===== config.mk =====
export PLATFORM = sky130hd
export DESIGN_NAME = rv32im_lsu
export DESIGN_NICKNAME = d
export VERILOG_FILES = /design/src/rtl/rv32im_lsu_pkg.sv /design/src/rtl/rv32im_lsu_load_fmt.sv /design/src/rtl/rv32im_lsu.sv
export SDC_FILE = /design/constraint.sdc
export NUM_CORES = 1
export LEC_CHECK = 0
export CELL_PAD_IN_SITES_DETAIL_PLACEMENT = 1
export CELL_PAD_IN_SITES_GLOBAL_PLACEMENT = 2
export CORE_ASPECT_RATIO = 0.9
export CORE_UTILIZATION = 14
export CTS_BUF_LIST = sky130_fd_sc_hd__clkbuf_8
export DETAILED_ROUTE_END_ITERATION = 8
export GPL_TIMING_DRIVEN = 0
export PLACE_DENSITY_LB_ADDON = 0.1
export REMOVE_ABC_BUFFERS = 1
export SETUP_SLACK_MARGIN = 0.3
export SKIP_LAST_GASP = 1
export SLEW_MARGIN = 15
export SYNTH_ARGS = -nofsm -noshare
export SYNTH_HDL_FRONTEND = slang
export SYNTH_SLANG_ARGS = --single-unit

===== constraint.sdc =====
create_clock -name clk_i -period 3.5 [get_ports clk_i]
set_input_delay 0.525 -clock clk_i [delete_from_list [all_inputs] [get_ports clk_i]]
set_output_delay 0.525 -clock clk_i [all_outputs]
set_load 0.005 [all_outputs]

===== src/rtl/rv32im_lsu_pkg.sv =====
// ============================================================================
// Module      : rv32im_lsu_pkg
// Description : Opcode encodings, widths and decode helpers for the RV32IM LSU.
// Revision    : 1.0 - initial release
// ============================================================================
`default_nettype none

package rv32im_lsu_pkg;

    localparam int c_DATA_WIDTH = 32;
    localparam int c_OPC_WIDTH  = 4;

    typedef logic [c_OPC_WIDTH-1:0] opcode_t;

    localparam opcode_t c_OP_NONE = 4'b0000;
    localparam opcode_t c_OP_LB   = 4'b0001;
    localparam opcode_t c_OP_LH   = 4'b0010;
    localparam opcode_t c_OP_LW   = 4'b0011;
    localparam opcode_t c_OP_LBU  = 4'b0100;
    localparam opcode_t c_OP_LHU  = 4'b0101;
    localparam opcode_t c_OP_SB   = 4'b1001;
    localparam opcode_t c_OP_SH   = 4'b1010;
    localparam opcode_t c_OP_SW   = 4'b1011;

    typedef enum logic [1:0] {
        SZ_NONE = 2'd0,
        SZ_BYTE = 2'd1,
        SZ_HALF = 2'd2,
        SZ_WORD = 2'd3
    } size_e;

    function automatic logic is_load(input opcode_t op);
        return (op == c_OP_LB) || (op == c_OP_LH) || (op == c_OP_LW) ||
               (op == c_OP_LBU) || (op == c_OP_LHU);
    endfunction

    function automatic logic is_store(input opcode_t op);
        return (op == c_OP_SB) || (op == c_OP_SH) || (op == c_OP_SW);
    endfunction

    function automatic size_e access_size(input opcode_t op);
        size_e sz;
        case (op)
            c_OP_LB, c_OP_LBU, c_OP_SB: sz = SZ_BYTE;
            c_OP_LH, c_OP_LHU, c_OP_SH: sz = SZ_HALF;
            c_OP_LW, c_OP_SW:           sz = SZ_WORD;
            default:                    sz = SZ_NONE;
        endcase
        return sz;
    endfunction

endpackage

`default_nettype wire


===== src/rtl/rv32im_lsu_load_fmt.sv =====
// ============================================================================
// Module      : rv32im_lsu_load_fmt
// Description : Combinational load-result alignment and sign/zero extension.
// Revision    : 1.0 - initial release
// ============================================================================
`default_nettype none

module rv32im_lsu_load_fmt
    import rv32im_lsu_pkg::*;
(
    input  logic [c_DATA_WIDTH-1:0] i_word,
    input  logic [1:0]              i_off,
    input  opcode_t                 i_opcode,
    output logic [c_DATA_WIDTH-1:0] o_data
);

    logic [c_DATA_WIDTH-1:0] w_shifted;

    always_comb begin
        w_shifted = i_word >> {i_off, 3'b000};
        o_data    = '0;
        case (i_opcode)
            c_OP_LB:  o_data = {{24{w_shifted[7]}}, w_shifted[7:0]};
            c_OP_LBU: o_data = {24'd0, w_shifted[7:0]};
            c_OP_LH:  o_data = {{16{w_shifted[15]}}, w_shifted[15:0]};
            c_OP_LHU: o_data = {16'd0, w_shifted[15:0]};
            c_OP_LW:  o_data = i_word;
            default:  o_data = '0;
        endcase
    end

endmodule

`default_nettype wire


===== src/rtl/rv32im_lsu.sv =====
// ============================================================================
// Module      : rv32im_lsu
// Description : RV32IM load/store unit: byte-lane request generation and
//               one-cycle-latency load formatting. Optional misalignment
//               trapping is enabled by defining LSU_MISALIGN_TRAP_EN.
// Revision    : 1.0 - initial release
// ============================================================================
`default_nettype none

module rv32im_lsu
    import rv32im_lsu_pkg::*;
#(
    parameter int DATA_WIDTH = c_DATA_WIDTH,
    parameter int OPC_WIDTH  = c_OPC_WIDTH
) (
    input  logic                    clk_i,
    input  logic                    rst_ni,
    input  logic [OPC_WIDTH-1:0]    lsu_opcode_i,
    input  logic [DATA_WIDTH-1:0]   addr_mem_i,
    input  logic [DATA_WIDTH-1:0]   val_memwr_i,
    input  logic [DATA_WIDTH-1:0]   val_memrd_i,
    output logic [DATA_WIDTH-1:0]   addr_mem_o,
    output logic [DATA_WIDTH-1:0]   val_memwr_o,
    output logic [DATA_WIDTH/8-1:0] mem_be_o,
    output logic                    mem_we_o,
    output logic                    mem_re_o,
    output logic [DATA_WIDTH-1:0]   val_memrd_o,
    output logic                    rd_valid_o,
    output logic                    misaligned_o
);

    logic [1:0]              w_off;
    logic [1:0]              w_eff_off;
    logic                    w_block;
    size_e                   w_size;
    logic [DATA_WIDTH-1:0]   w_fmt;
    opcode_t                 r_opcode;
    logic [1:0]              r_off;

    assign w_off      = addr_mem_i[1:0];
    assign w_size     = access_size(lsu_opcode_i);
    assign addr_mem_o = {addr_mem_i[DATA_WIDTH-1:2], 2'b00};

`ifdef LSU_MISALIGN_TRAP_EN
    assign misaligned_o = ((w_size == SZ_HALF) && w_off[0]) ||
                          ((w_size == SZ_WORD) && (w_off != 2'b00));
    assign w_block      = misaligned_o;
    assign w_eff_off    = w_off;
`else
    // Without trapping, offset bits the access size cannot use are dropped.
    assign misaligned_o = 1'b0;
    assign w_block      = 1'b0;
    always_comb begin
        w_eff_off = w_off;
        if (w_size == SZ_HALF) w_eff_off = {w_off[1], 1'b0};
        else if (w_size == SZ_WORD) w_eff_off = 2'b00;
    end
`endif

    always_comb begin
        mem_be_o = '0;
        case (w_size)
            SZ_BYTE: mem_be_o = 4'b0001 << w_eff_off;
            SZ_HALF: mem_be_o = 4'b0011 << w_eff_off;
            SZ_WORD: mem_be_o = 4'b1111;
            default: mem_be_o = '0;
        endcase
        if (w_block) mem_be_o = '0;
    end

    assign mem_we_o    = is_store(lsu_opcode_i) && !w_block;
    assign mem_re_o    = is_load(lsu_opcode_i) && !w_block;
    assign val_memwr_o = is_store(lsu_opcode_i) ? (val_memwr_i << {w_eff_off, 3'b000}) : '0;

    // Only issued loads are captured, so blocked or store requests never raise rd_valid_o.
    always_ff @(posedge clk_i or negedge rst_ni) begin
        if (!rst_ni) begin
            r_opcode <= c_OP_NONE;
            r_off    <= 2'b00;
        end else begin
            r_opcode <= mem_re_o ? lsu_opcode_i : c_OP_NONE;
            r_off    <= w_eff_off;
        end
    end

    rv32im_lsu_load_fmt u_load_fmt (
        .i_word   (val_memrd_i),
        .i_off    (r_off),
        .i_opcode (r_opcode),
        .o_data   (w_fmt)
    );

    assign rd_valid_o  = is_load(r_opcode);
    assign val_memrd_o = rd_valid_o ? w_fmt : '0;

endmodule

`default_nettype wire


## Yosys cells after proc, flatten, opt, wreduce, memory -nomap -nowiden

Memories as Yosys holds them, arrays and structs flattened.
Cells that the tools add are included.

| storage, ports and cells | value |
|---|---|
| bits in registers | 6 |
| ROM bits | 32 |
| bits of input ports | 102 |
| output and inout bits | 104 |
| word-level logic and storage cells | 40 |
| memories | 1 |

| cells by class | value |
|---|---|
| equality and inequality tests | 16 |
| shifts and indexed selects | 4 |
| multiplexer cells | 7 |
| reductions and logical operators | 10 |

Memory list:

| name | words | width | read ports | clocked after Yosys merged registers in | write ports | RTL line | text |
|---|---|---|---|---|---|---|---|
| (no name shown) | 16 | 2 | 1 | 0 | 0 | rv32im_lsu_pkg.sv:43 | `case (op)` |

Operator list:

| cell | count |
|---|---|
| 32-bit one-hot mux with 5 select lines | 1 |
| 32-bit 2-to-1 mux | 2 |
| 32-bit by 5-bit << shifter with 32-bit output | 1 |
| 32-bit by 5-bit >> shifter with 16-bit output | 1 |
| 4-bit by 2-bit == test with 1-bit output (second input constant) | 4 |
| 4-bit by 3-bit == test with 1-bit output (second input constant) | 4 |
| 4-bit == test (second input constant) | 3 |
| 4-bit one-hot mux with 3 select lines | 1 |
| 1-bit logical OR | 10 |
| 4-bit by 1-bit == test with 1-bit output (second input constant) | 2 |
| 2-bit == test (second input constant) | 2 |
| 2-bit 2-to-1 mux | 2 |
| 4-bit 2-to-1 mux | 1 |
| 1-bit by 2-bit << shifter with 4-bit output (first input constant) | 1 |
| 2-bit by 2-bit << shifter with 4-bit output (first input constant) | 1 |
| 2-bit by 1-bit == test with 1-bit output (second input constant) | 1 |

## Longest topological paths before layout

Gate-level depths: netlist of the first run.

| depth | value |
|---|---|
| depth after elaboration | 6 |
| depth in mapped cells | 12 |
| gate-level depth less buffers | 10 |

## Hierarchy

A second synthesis of the first run with hierarchy kept.

| second synthesis, totals | value |
|---|---|
| cell total of the unflattened synthesis | 316 |
| area total of the unflattened synthesis | 2275.9 um^2 |

By module, submodules not included:

| module | instances | cells each | area each (um^2) | seq. area each (um^2) |
|---|---|---|---|---|
| rv32im_lsu | 1 | 196 | 1417.6 | 150.1 |
| rv32im_lsu_load_fmt | 1 | 120 | 858.3 | 0.0 |

## Worst setup path before layout of the first run

No wires, ideal clock.

| timing path | value |
|---|---|
| kind | input -> output |
| start point | input port lsu_opcode_i[1] |
| end point | output port val_memwr_o[24] |
| data arrival time | 2.262 ns |
| data required time | 2.975 ns |
| path slack | 0.713 ns |
| stages | 9 |
| buffers on the path | 2 |
| cells stage by stage | nor2_1 nand2_1 mux2_2 ha_1 or3b_1 buf_6 buf_2 mux2i_1 a211oi_1 |

| between the ends | value |
|---|---|
| longest elaborated chain between the ends | 6 |
| elaborated cells on any way between the ends | 12 |
| classes of those cells | eq/ne: 5; shift: 1; mux: 3; reduce/logical: 2; memory: 1 |

RTL lines:

| what | RTL line | text |
|---|---|---|
| start: declaration | rv32im_lsu.sv:18 | `input logic [OPC_WIDTH-1:0] lsu_opcode_i,` |
| memory read 16 x 2 bit | -- |  |
| 2-bit == test | rv32im_lsu.sv:56 | `else if (w_size == SZ_WORD) w_eff_off = 2'b00;` |
| 2-bit 2-to-1 mux | rv32im_lsu.sv:56 |  |
| 2-bit 2-to-1 mux | rv32im_lsu.sv:55 | `if (w_size == SZ_HALF) w_eff_off = {w_off[1], 1'b0};` |
| 32-bit by 5-bit << shifter with 32-bit output | rv32im_lsu.sv:73 | `assign val_memwr_o = is_store(lsu_opcode_i) ? (val_memwr_i << {w_eff_off, 3'b000}) : '0;` |
| 32-bit 2-to-1 mux * | rv32im_lsu.sv:73 |  |
| end: declaration | rv32im_lsu.sv:23 | `output logic [DATA_WIDTH-1:0] val_memwr_o,` |

Mark *: on every way between the ends. The rest lies on a longest branch, timed or not.

## Worst setup path in the final report of the first run

| timing path | value |
|---|---|
| start point | input port lsu_opcode_i[3] |
| end point | output port val_memwr_o[26] |

The elaborated chain is that of the path after synthesis.

==> results of run 1 <==
cell usage in the layout (no fill, tap or decap), types with 11 or more instances in the layout:
cell type        count
a21oi_1             14
and3_1              22
buf_2               12
buf_4               21
clkdlybuf4s50_1    111
dlygate4sd2_1       15
mux2i_1             11
nand2_1             63
nor2_1              23
o21ai_0             15
cell families (layout without fill, tap and decap cells):
logic type,Yosys count,after routing,synth area share (%)
AND/OR/NAND/NOR,149,150,35.9
AO/OA/AOI/OAI,77,77,26.6
buffers and inverters,59,181,18.6
multiplexers,18,18,9.51
flip-flops,6,6,7.37
adder cells (fa/ha/maj),3,3,1.84
other,1,4,0.184
area by class of cell:
cell class / instances / area share [%]
clock buffers: 3 / 1.10
inverters: 8 / 1.33
multi-input cells: 252 / 44.0
flip-flops and latches: 6 / 4.12
well taps: 193 / 6.41
repair buffers: 169 / 42.6
repair inverters: 1 / 0.432
metrics by stage:
stage	hold WS [ns]	total power, uW
after global placement	0.792	453
after global routing	0.525	658
after floorplan	0.229	229
after CTS	0.519	607
final	0.521	610
after detailed placement	0.788	452
flip-flops by register name, summed over array words and instances (netlist names):
register,cells
r_off,2
r_opcode,4
power breakdown:
| group | switching (uW) | leakage, uW | internal [uW] |
|---|---|---|---|
| logic | 182 | 0.00165 | 235 |
| registers | 18.8 | 0.0000738 | 74.2 |
| clock network | 26.1 | 0.0000216 | 73.6 |
| total | 227 | 0.00175 | 383 |
timing repair:
item	CTS	global route
endpoints found under the setup margin	67	36
setup buffers	19	8
resized for setup	96	18
pin swaps	9	6
gates cloned	2	0
per-layer routing:
metal | vias to the layer above | routed length [um]
li1 | 1316 | -
met1 | 1323 | 5730
met2 | 119 | 5130
met3 | 8 | 1310
met4 | 0 | 122
met5 | - | 0
how the worst min path moves through the flow:
| stage | end | slack, ns | cells past startpoint |
|---|---|---|---|
| floorplan | r_off[0]$_DFF_PN0_ | 0.23 | 0 |
| global placement | r_opcode[0]$_DFF_PN0_ | 0.79 | 1 |
| detailed placement | r_opcode[0]$_DFF_PN0_ | 0.79 | 1 |
| CTS | r_opcode[1]$_DFF_PN0_ | 0.52 | 2 |
| global route | r_opcode[1]$_DFF_PN0_ | 0.53 | 2 |
| finish | r_opcode[1]$_DFF_PN0_ | 0.52 | 2 |
==> flow_metrics.tcl, run 1 <==
set metrics [dict create \
    stdcell_area_um2 3770 \
    fin_cells 632 \
    slowest_stage "or3b_4" \
    crit_cells 11 \
    crit_chain "buf_2 -> nor2_2 -> nand2_2 -> mux2_4 -> ha_4 -> or3b_4 -> buf_12 -> buf_4 -> mux2i_4 -> a211oi_2 -> buf_2" \
    avgSynthCellArea_um2 6.51 \
    clk_pin_slew_ns 0.03 \
    ys_seq_area_share_pct 7.37 \
    peakVddDrop_mv 0.111 \
    io_pins 206 \
    grt_max_degree 33 \
    met3_usage_pct 7.65 \
    grt_overflow 0 \
    pre_cts_ws_ns -1.19 \
    utilization_pct 26.7 \
    htree_levels 1 \
    critPathTopFamily "simple AND/OR/NAND/NOR gates" \
    slowest_delay_ns 0.46 \
    yosysMostFrequentCell "nand2_1" \
    layout-drive-gt1-share_pct 18.9 \
    slew_viol_final 0 \
    period_needed_ns 3.14 \
    relSlewSlack_pct 56.6 \
    die-area_um2 15000 \
    hold_class "primary input to flop" \
    period_share_pct 89.8 \
    critPathMaxFanout 6 \
    routed_wl_mm 12.3 \
    critPathLaunchType "primary input" \
    clockBufferDepth 2 \
    place_hpwl_mm 8.95 \
    grt_pass1_vias 2897 \
    ant_nets 0 \
    diodes 0 \
    path_class "primary input to output pin" \
    worstHoldStart "lsu_opcode_i[3]" \
    wl_per_cell_um 19.4 \
    synth_cell_types 43 \
    p_per_area_nw_per_um2 162 \
    worstMarginPinSlew_ns 0.651 \
    required_ns 2.97 \
    cts_num_sinks 6 \
    cp-startpoint "lsu_opcode_i[3]" \
    track_usage_pct 16.0 \
    fp-row-count 41 \
    placed_cells 600 \
    async_flop_share_pct 100 \
    rsz0062_at_grt "true" \
    synth_cells 313 \
    yosys-top-cells-area "buf_4, nand2_1, mux2i_1, and3_1, dfrtp_1" \
    grt_util_met1_pct 21.6 \
    drcViolationCount 0 \
    die_y_um 116 \
    ys_seq_elements 6 \
    yosysWarningCount 0 \
    drt_iter0_drc 96 \
    multiInputGateArea_um2 1660 \
    syn_area_um2 2040 \
    synth_edf_count 0 \
    regArea_um2 155 \
    synthTopCellsByCount "nand2_1, buf_4, and3_1" \
    cts_tree "done" \
    cap_violations 0 \
    fillers 1696 \
    endpoint "val_memwr_o[26]" \
    met2_usage_pct 23.7 \
    area_growth_pct 84.9 \
    worst-path-buf-inv 4 \
    grt_pass1_wl_mm 18.0 \
    finalHoldViolCount 0 \
    vias 2766 \
    status "finished, final reports clean" \
    power_leakage_uw 0.00175 \
    clockRootBuffer "clkbuf_8" \
    arrival_ns 2.62 \
    finalSetupTns_ns 0 \
    cts_hold_buffers 0 \
    antenna_found_initial 0 \
    die_width_um 129 \
    placedInstanceArea_um2 3370 \
    fmax_mhz 318 \
    setup_violations 0 \
    drt_first_pass_iters 4 \
    yosysTopAreaCellShare_pct 12.2 \
    nNetsFinal 546 \
    synth_area_leader_cell "buf_4" \
    crit_path_end_kind "output pin" \
    gp_congestion 0.696 \
    numCtsBuffers 3 \
    coreArea_um2 14100 \
    synthFlopType "dfrtp_1" \
    setup_ws_ns 0.357 \
    grt.busiest_layer "met2" \
    routed_via_density 4.38 \
    crit_top_cell "buf_2" \
    port_buffers 142 \
    start_util_pct 14.4 \
]
Note: power is estimated with default switching activity, not from simulation.
==> run 2: changes to the inputs <==
- ABC_AREA: default -> 1
- CAP_MARGIN: default -> 10
- PLACE_DENSITY: default -> 0.93
- PLACE_DENSITY_LB_ADDON: 0.1 -> default
==> flow_metrics.tcl, run 2 <==
set metrics [dict create \
    finalHoldViolCount 0 \
    synthMuxAreaShare_pct 0 \
    async_flop_share_pct 100 \
    grt_overflow 0 \
    placedInstanceArea_um2 3700 \
    synth_top_family_by_area "simple AND/OR/NAND/NOR gates" \
    p_per_area_nw_per_um2 151 \
    drt_first_pass_iters 6 \
    drt_iter0_drc 77 \
    track_usage_pct 14.0 \
    synth_xor_area_share_pct 0 \
    power_switching_uw 265 \
    crit_path_end_kind "output pin" \
    antenna_found_initial 0 \
    fp-row-count 44 \
    synthTopCellsByCount "nand2_1, nand3_1, inv_1" \
    yosysMostFrequentCell "nand2_1" \
    port_buffers 142 \
    internal-power_uw 380 \
    clockBufferDepth 2 \
    largest_reg_flops 4 \
    ant_nets 0 \
    routed_wl_mm 12.4 \
    ys_seq_elements 6 \
    path_class "primary input to output pin" \
    utilization_pct 26.0 \
    slew_viol_final 0 \
    stdcell_area_um2 4260 \
    coreArea_um2 16400 \
    layout-drive-gt1-share_pct 12.3 \
    synth_cell_types 25 \
    synthFlopType "dfrtp_1" \
    yosysTopAreaCellShare_pct 34.5 \
    pwr-share-comb_pct 70.4 \
    crit_top_cell "nor2_1" \
    hold_class "primary input to async pin" \
    peakVddDrop_mv 0.0954 \
    fmax_mhz 321 \
    slowest_delay_ns 0.51 \
    power_leakage_uw 0.00247 \
    seq_power_share_pct 14.0 \
    synth_area_leader_cell "nand2_1" \
    rsz0062_at_grt "true" \
    arrival_ns 2.59 \
    fin_cells 817 \
    routed_via_density 4.22 \
    die_y_um 126 \
    synth_cells 485 \
    placed_cells 784 \
    grt_pass1_wl_mm 19.4 \
    regMostFlops "r_opcode" \
    crit_chain "dlygate4sd2_1 -> nor2_1 -> inv_2 -> nor2_4 -> nand2_2 -> nand2_4 -> ha_4 -> clkinvlp_4 -> buf_12 -> buf_6 -> nand2_8 -> nand2_1 -> nor2_1 -> clkdlybuf4s50_1" \
    drcViolationCount 0 \
    critPathMaxFanout 10 \
    swShare_pct 41.1 \
    period_share_pct 89.0 \
    numCtsBuffers 3 \
    die_width_um 140 \
    ys_seq_area_share_pct 6.29 \
    synth_edf_count 0 \
    worstMarginPinSlew_ns 0.713 \
    wl_per_cell_um 15.2 \
    die-area_um2 17600 \
    synth_compound_area_share_pct 6.14 \
    p_clk_share_pct 15.6 \
    gp_congestion 0.772 \
    area_growth_pct 78.7 \
    synthAdderAreaFrac_pct 1.57 \
    cap_violations 0 \
    start_util_pct 14.5 \
    diodes 0 \
    required_ns 2.97 \
    clk_pin_slew_ns 0.04 \
    total_power_uw 645 \
    io_pins 206 \
    clockRootBuffer "clkbuf_8" \
    setup_violations 0 \
    layout_common_cells "nand2_1, clkdlybuf4s50_1, nand3_1" \
    relSlewSlack_pct 52.3 \
    grt_max_degree 41 \
    layout_commonest_cell "nand2_1" \
    synth_simple_gate_area_share_pct 59.4 \
    place_hpwl_mm 8.94 \
    htree_levels 1 \
    status "finished, final reports clean" \
    grt_pass1_vias 3490 \
    nNetsFinal 717 \
    avgSynthCellArea_um2 4.92 \
    yosys-top-cells-area "nand2_1, nand3_1, buf_4, inv_1, dfrtp_1" \
    period_needed_ns 3.12 \
    critPathLaunchType "primary input" \
    syn_area_um2 2390 \
    cts_tree "done" \
    vias 3445 \
    slowest_stage "clkdlybuf4s50_1" \
    cts_num_sinks 6 \
    yosysWarningCount 0 \
    largest_registers "r_opcode x4, r_off x2" \
]
==> run 2: layout make-up <==
type	instances	area, um^2
multi-input cells	370	1790
repair buffers	170	1780
fillers	2085	12100
clock buffers	3	41.3
flip-flops and latches	6	155
well taps	207	259
inverters	61	240
==> run 2: metal layers <==
| metal | global-route usage, % | share of wire [%] |
|---|---|---|
| met2 | 23.4 | 46 |
| met4 | 2.46 | 0.41 |
| met3 | 5.63 | 9.8 |
| met1 | 16.8 | 44 |
| met5 | 0.831 | 0 |
==> run 2: kinds of logic after synthesis <==
group	count (synthesis)
and+or+nand+nor	334
buffers and inverters	115
AOI/OAI and AO/OA	26
DFF	6
adders and majority gates	3
other	1
==> run 2: timing repair <==
action | 4_1_cts | 5_1_grt
hold buffers | 0 | 0
resized for setup | 48 | 33
pin swaps | 10 | 7
endpoints found under the setup margin | 61 | 51
cloned | 4 | 0
setup buffers | 15 | 11
endpoints found under the hold margin | 0 | 0
==> run 2: worst max path at each step <==
stage	from	endpoint
CTS	lsu_opcode_i[3]	val_memwr_o[30]
detailed placement	lsu_opcode_i[2]	val_memwr_o[30]
finish	lsu_opcode_i[3]	val_memwr_o[2]
floorplan	lsu_opcode_i[2]	val_memwr_o[31]
global route	lsu_opcode_i[3]	val_memwr_o[24]
global placement	lsu_opcode_i[2]	val_memwr_o[30]
==> run 2: metrics by stage <==
| step | hold slack, ns | TNS, ns | worst slack (ns) |
|---|---|---|---|
| 6_report | 0.540 | 0 | 0.384 |
| 5_1_grt | 0.551 | 0 | 0.238 |
| 4_1_cts | 0.543 | 0 | 0.299 |
| 3_5_place_dp | 0.777 | -28.41 | -0.942 |
| 3_3_place_gp | 0.771 | -26.11 | -0.873 |
| 2_1_floorplan | 0.229 | 0 | 0.821 |
==> run 2: power by group through the flow <==
stage / sequential [uW] / clock [uW] / combinational (uW)
3_5_place_dp: 90.8 / 0 / 390
2_1_floorplan: 84.9 / 0 / 167
3_3_place_gp: 90.4 / 0 / 386
4_1_cts: 90.5 / 103 / 445
6_report: 90.5 / 101 / 454
5_1_grt: 92.6 / 113 / 504
==> run 2: worst max-delay path: cells and delay by family <==
kind / cells / cell delay [ns]
buffers and inverters: 6 / 1.28
adders and majority gates: 1 / 0.15
and+or+nand+nor: 7 / 0.64
==> run 3: changes to the inputs <==
- ABC_CLOCK_PERIOD_IN_PS: default -> 3500
- CORE_UTILIZATION: 14 -> 16
- GPL_TIMING_DRIVEN: 0 -> default
- PLACE_DENSITY: 0.93 -> 0.95
- SYNTH_HIERARCHICAL: default -> 1
==> flow_metrics.tcl, run 3 <==
set metrics [dict create \
    status "finished, final reports clean" \
    track_usage_pct 14.7 \
    p_per_area_nw_per_um2 142 \
    pre_cts_ws_ns -0.0223 \
    finalHoldViolCount 0 \
    clockBufferDepth 2 \
    hold_class "primary input to async pin" \
    finalSetupTns_ns 0 \
    port_buffers 142 \
    rsz0062_at_grt "false" \
    place_hpwl_mm 10.1 \
    start_util_pct 16.3 \
    cts_tree "done" \
    nNetsFinal 812 \
    grt_max_degree 37 \
    syn_area_um2 2760 \
    largest_registers "r_opcode x4, r_off x2" \
    clk_pin_slew_ns 0.04 \
    slowest_delay_ns 0.25 \
    vias 3824 \
    setup_violations 0 \
    fp-row-count 45 \
    setup_ws_ns 0.457 \
    die_y_um 127 \
    diodes 0 \
    yosys-top-cells-area "nand2_1, inv_1, buf_4, nor2_1, nand3_1" \
    htree_levels 1 \
    period_needed_ns 3.04 \
    yosysTopAreaCellShare_pct 30.1 \
    regMostFlops "r_opcode" \
    largest_reg_flops 4 \
    ys_seq_elements 6 \
    synth_edf_count 0 \
    slowest_stage "dlygate4sd2_1" \
    critPathLaunchType "primary input" \
    yosysMostFrequentCell "nand2_1" \
    period_share_pct 86.9 \
    p_clk_share_pct 15.4 \
    numCtsBuffers 3 \
    grt_overflow 0 \
    seq_power_share_pct 11.8 \
    whs_ns 0.541 \
    critPathMaxFanout 8 \
    utilization_pct 27.7 \
    drt_iter0_drc 112 \
    gp_congestion 0.830 \
    die_width_um 140 \
    layout-drive-gt1-share_pct 16.3 \
    power_switching_uw 278 \
    slew_viol_final 0 \
    wl_per_cell_um 14.4 \
    arrival_ns 2.52 \
    grt_pass1_wl_mm 20.9 \
    avgSynthCellArea_um2 4.91 \
    crit_path_end_kind "output pin" \
    grt_pass1_vias 3956 \
    die-area_um2 17800 \
    cap_violations 0 \
    swShare_pct 42.0 \
    io_pins 206 \
    synthFlopType "dfrtp_1" \
    layout_commonest_cell "nand2_1" \
    synthTopCellsByCount "nand2_1, inv_1, nor2_1" \
    required_ns 2.97 \
    fmax_mhz 329 \
    crit_chain "dlygate4sd2_1 -> inv_1 -> nand2_1 -> nor2_1 -> inv_1 -> o21ai_2 -> inv_2 -> ha_4 -> buf_4 -> buf_4 -> o21ai_4 -> buf_6 -> buf_12 -> nand2_2 -> nor2_2 -> nor2_2 -> dlygate4sd2_1" \
    synth_cells 562 \
    yosysWarningCount 6 \
    drt_first_pass_iters 6 \
    async_flop_share_pct 100 \
    ys_seq_area_share_pct 5.44 \
    synth_area_leader_cell "nand2_1" \
    cts_num_sinks 6 \
    routed_via_density 4.17 \
    path_class "primary input to output pin" \
    power_leakage_uw 0.00254 \
    internal-power_uw 384 \
    layout_common_cells "nand2_1, clkdlybuf4s50_1, inv_1" \
    peakVddDrop_mv 0.0703 \
    coreArea_um2 16900 \
    clockRootBuffer "clkbuf_8" \
    pwr-share-comb_pct 72.8 \
    antenna_found_initial 0 \
    synth_cell_types 30 \
    area_growth_pct 69.5 \
    routed_wl_mm 13.2 \
    total_power_uw 663 \
    drcViolationCount 0 \
    ant_nets 0 \
]
run 3: cell count changes after synthesis, moves of 8 or more:
cell     previous run  this run
nor2_1             25        70
buf_2               8        16
nand3_2             1        13
nand4_1             0         8
inv_1              58        87
nand3_1            76        47
run 3: what timing repair did:
item	4_1_cts	5_1_grt
cloned	2	0
hold buffers	0	0
endpoints found under the setup margin	36	24
gates resized for setup	70	12
pin swaps	14	6
buffers inserted	14	3
run 3: layer usage:
layer  global-route usage [%]  routed length (um)
met1                     18.4                5930
met2                     24.8                5800
met3                     5.10                1350
met4                     1.94                  86
met5                     1.11                   0
run 3: power groups by stage:
stage	combinational (uW)	sequential (uW)	clock [uW]
6_report	482	78.0	102
2_1_floorplan	189	85.1	0
3_3_place_gp	440	78.8	0
5_1_grt	536	78.9	106
4_1_cts	481	78.2	103
3_5_place_dp	443	79.0	0
run 3: logic make-up (layout without fill, tap and decap cells):
group / count (synthesis) / after routing / synth area share (%)
adders and majority gates: 3 / 3 / 1.36
buffers and inverters: 150 / 290 / 27.3
DFF: 6 / 6 / 5.44
and+or+nand+nor: 378 / 378 / 59.9
AOI/OAI and AO/OA: 24 / 24 / 5.85
other: 1 / 4 / 0.136
run 3: cell type report:
type / count / area, um^2
fill: 2222 / 12200
multi-input combinational: 409 / 1960
timing repair buffer: 193 / 1900
inverter: 94 / 363
tap: 211 / 264
sequential: 6 / 150
clock buffer: 3 / 41.3
run 3: path summary, 6_finish.rpt:
path | startpoint | to | slack, ns | cells past startpoint
worst max-delay path | lsu_opcode_i[3] | val_memwr_o[20] | 0.46 | 17
worst min-delay path | rst_ni | r_opcode[3]$_DFF_PN0_ | 0.54 | 1
min in group clk_i | lsu_opcode_i[3] | r_opcode[1]$_DFF_PN0_ | 0.62 | 2
max in group asynchronous | rst_ni | r_off[1]$_DFF_PN0_ | 2.75 | 1
run 3: metrics by stage:
| stage | std cells | area, um^2 |
|---|---|---|
| floorplan | 509 | 2370 |
| global placement | 894 | 4360 |
| detailed placement | 894 | 4360 |
| CTS | 913 | 4630 |
| global route | 916 | 4670 |
| finish | 916 | 4670 |
run 3: critical path, delay by kind of cell:
family / cells / cell delay (ns)
fa+ha+maj: 1 / 0.17
compound gates: 2 / 0.22
simple gates: 5 / 0.39
buf+inv: 9 / 1.19
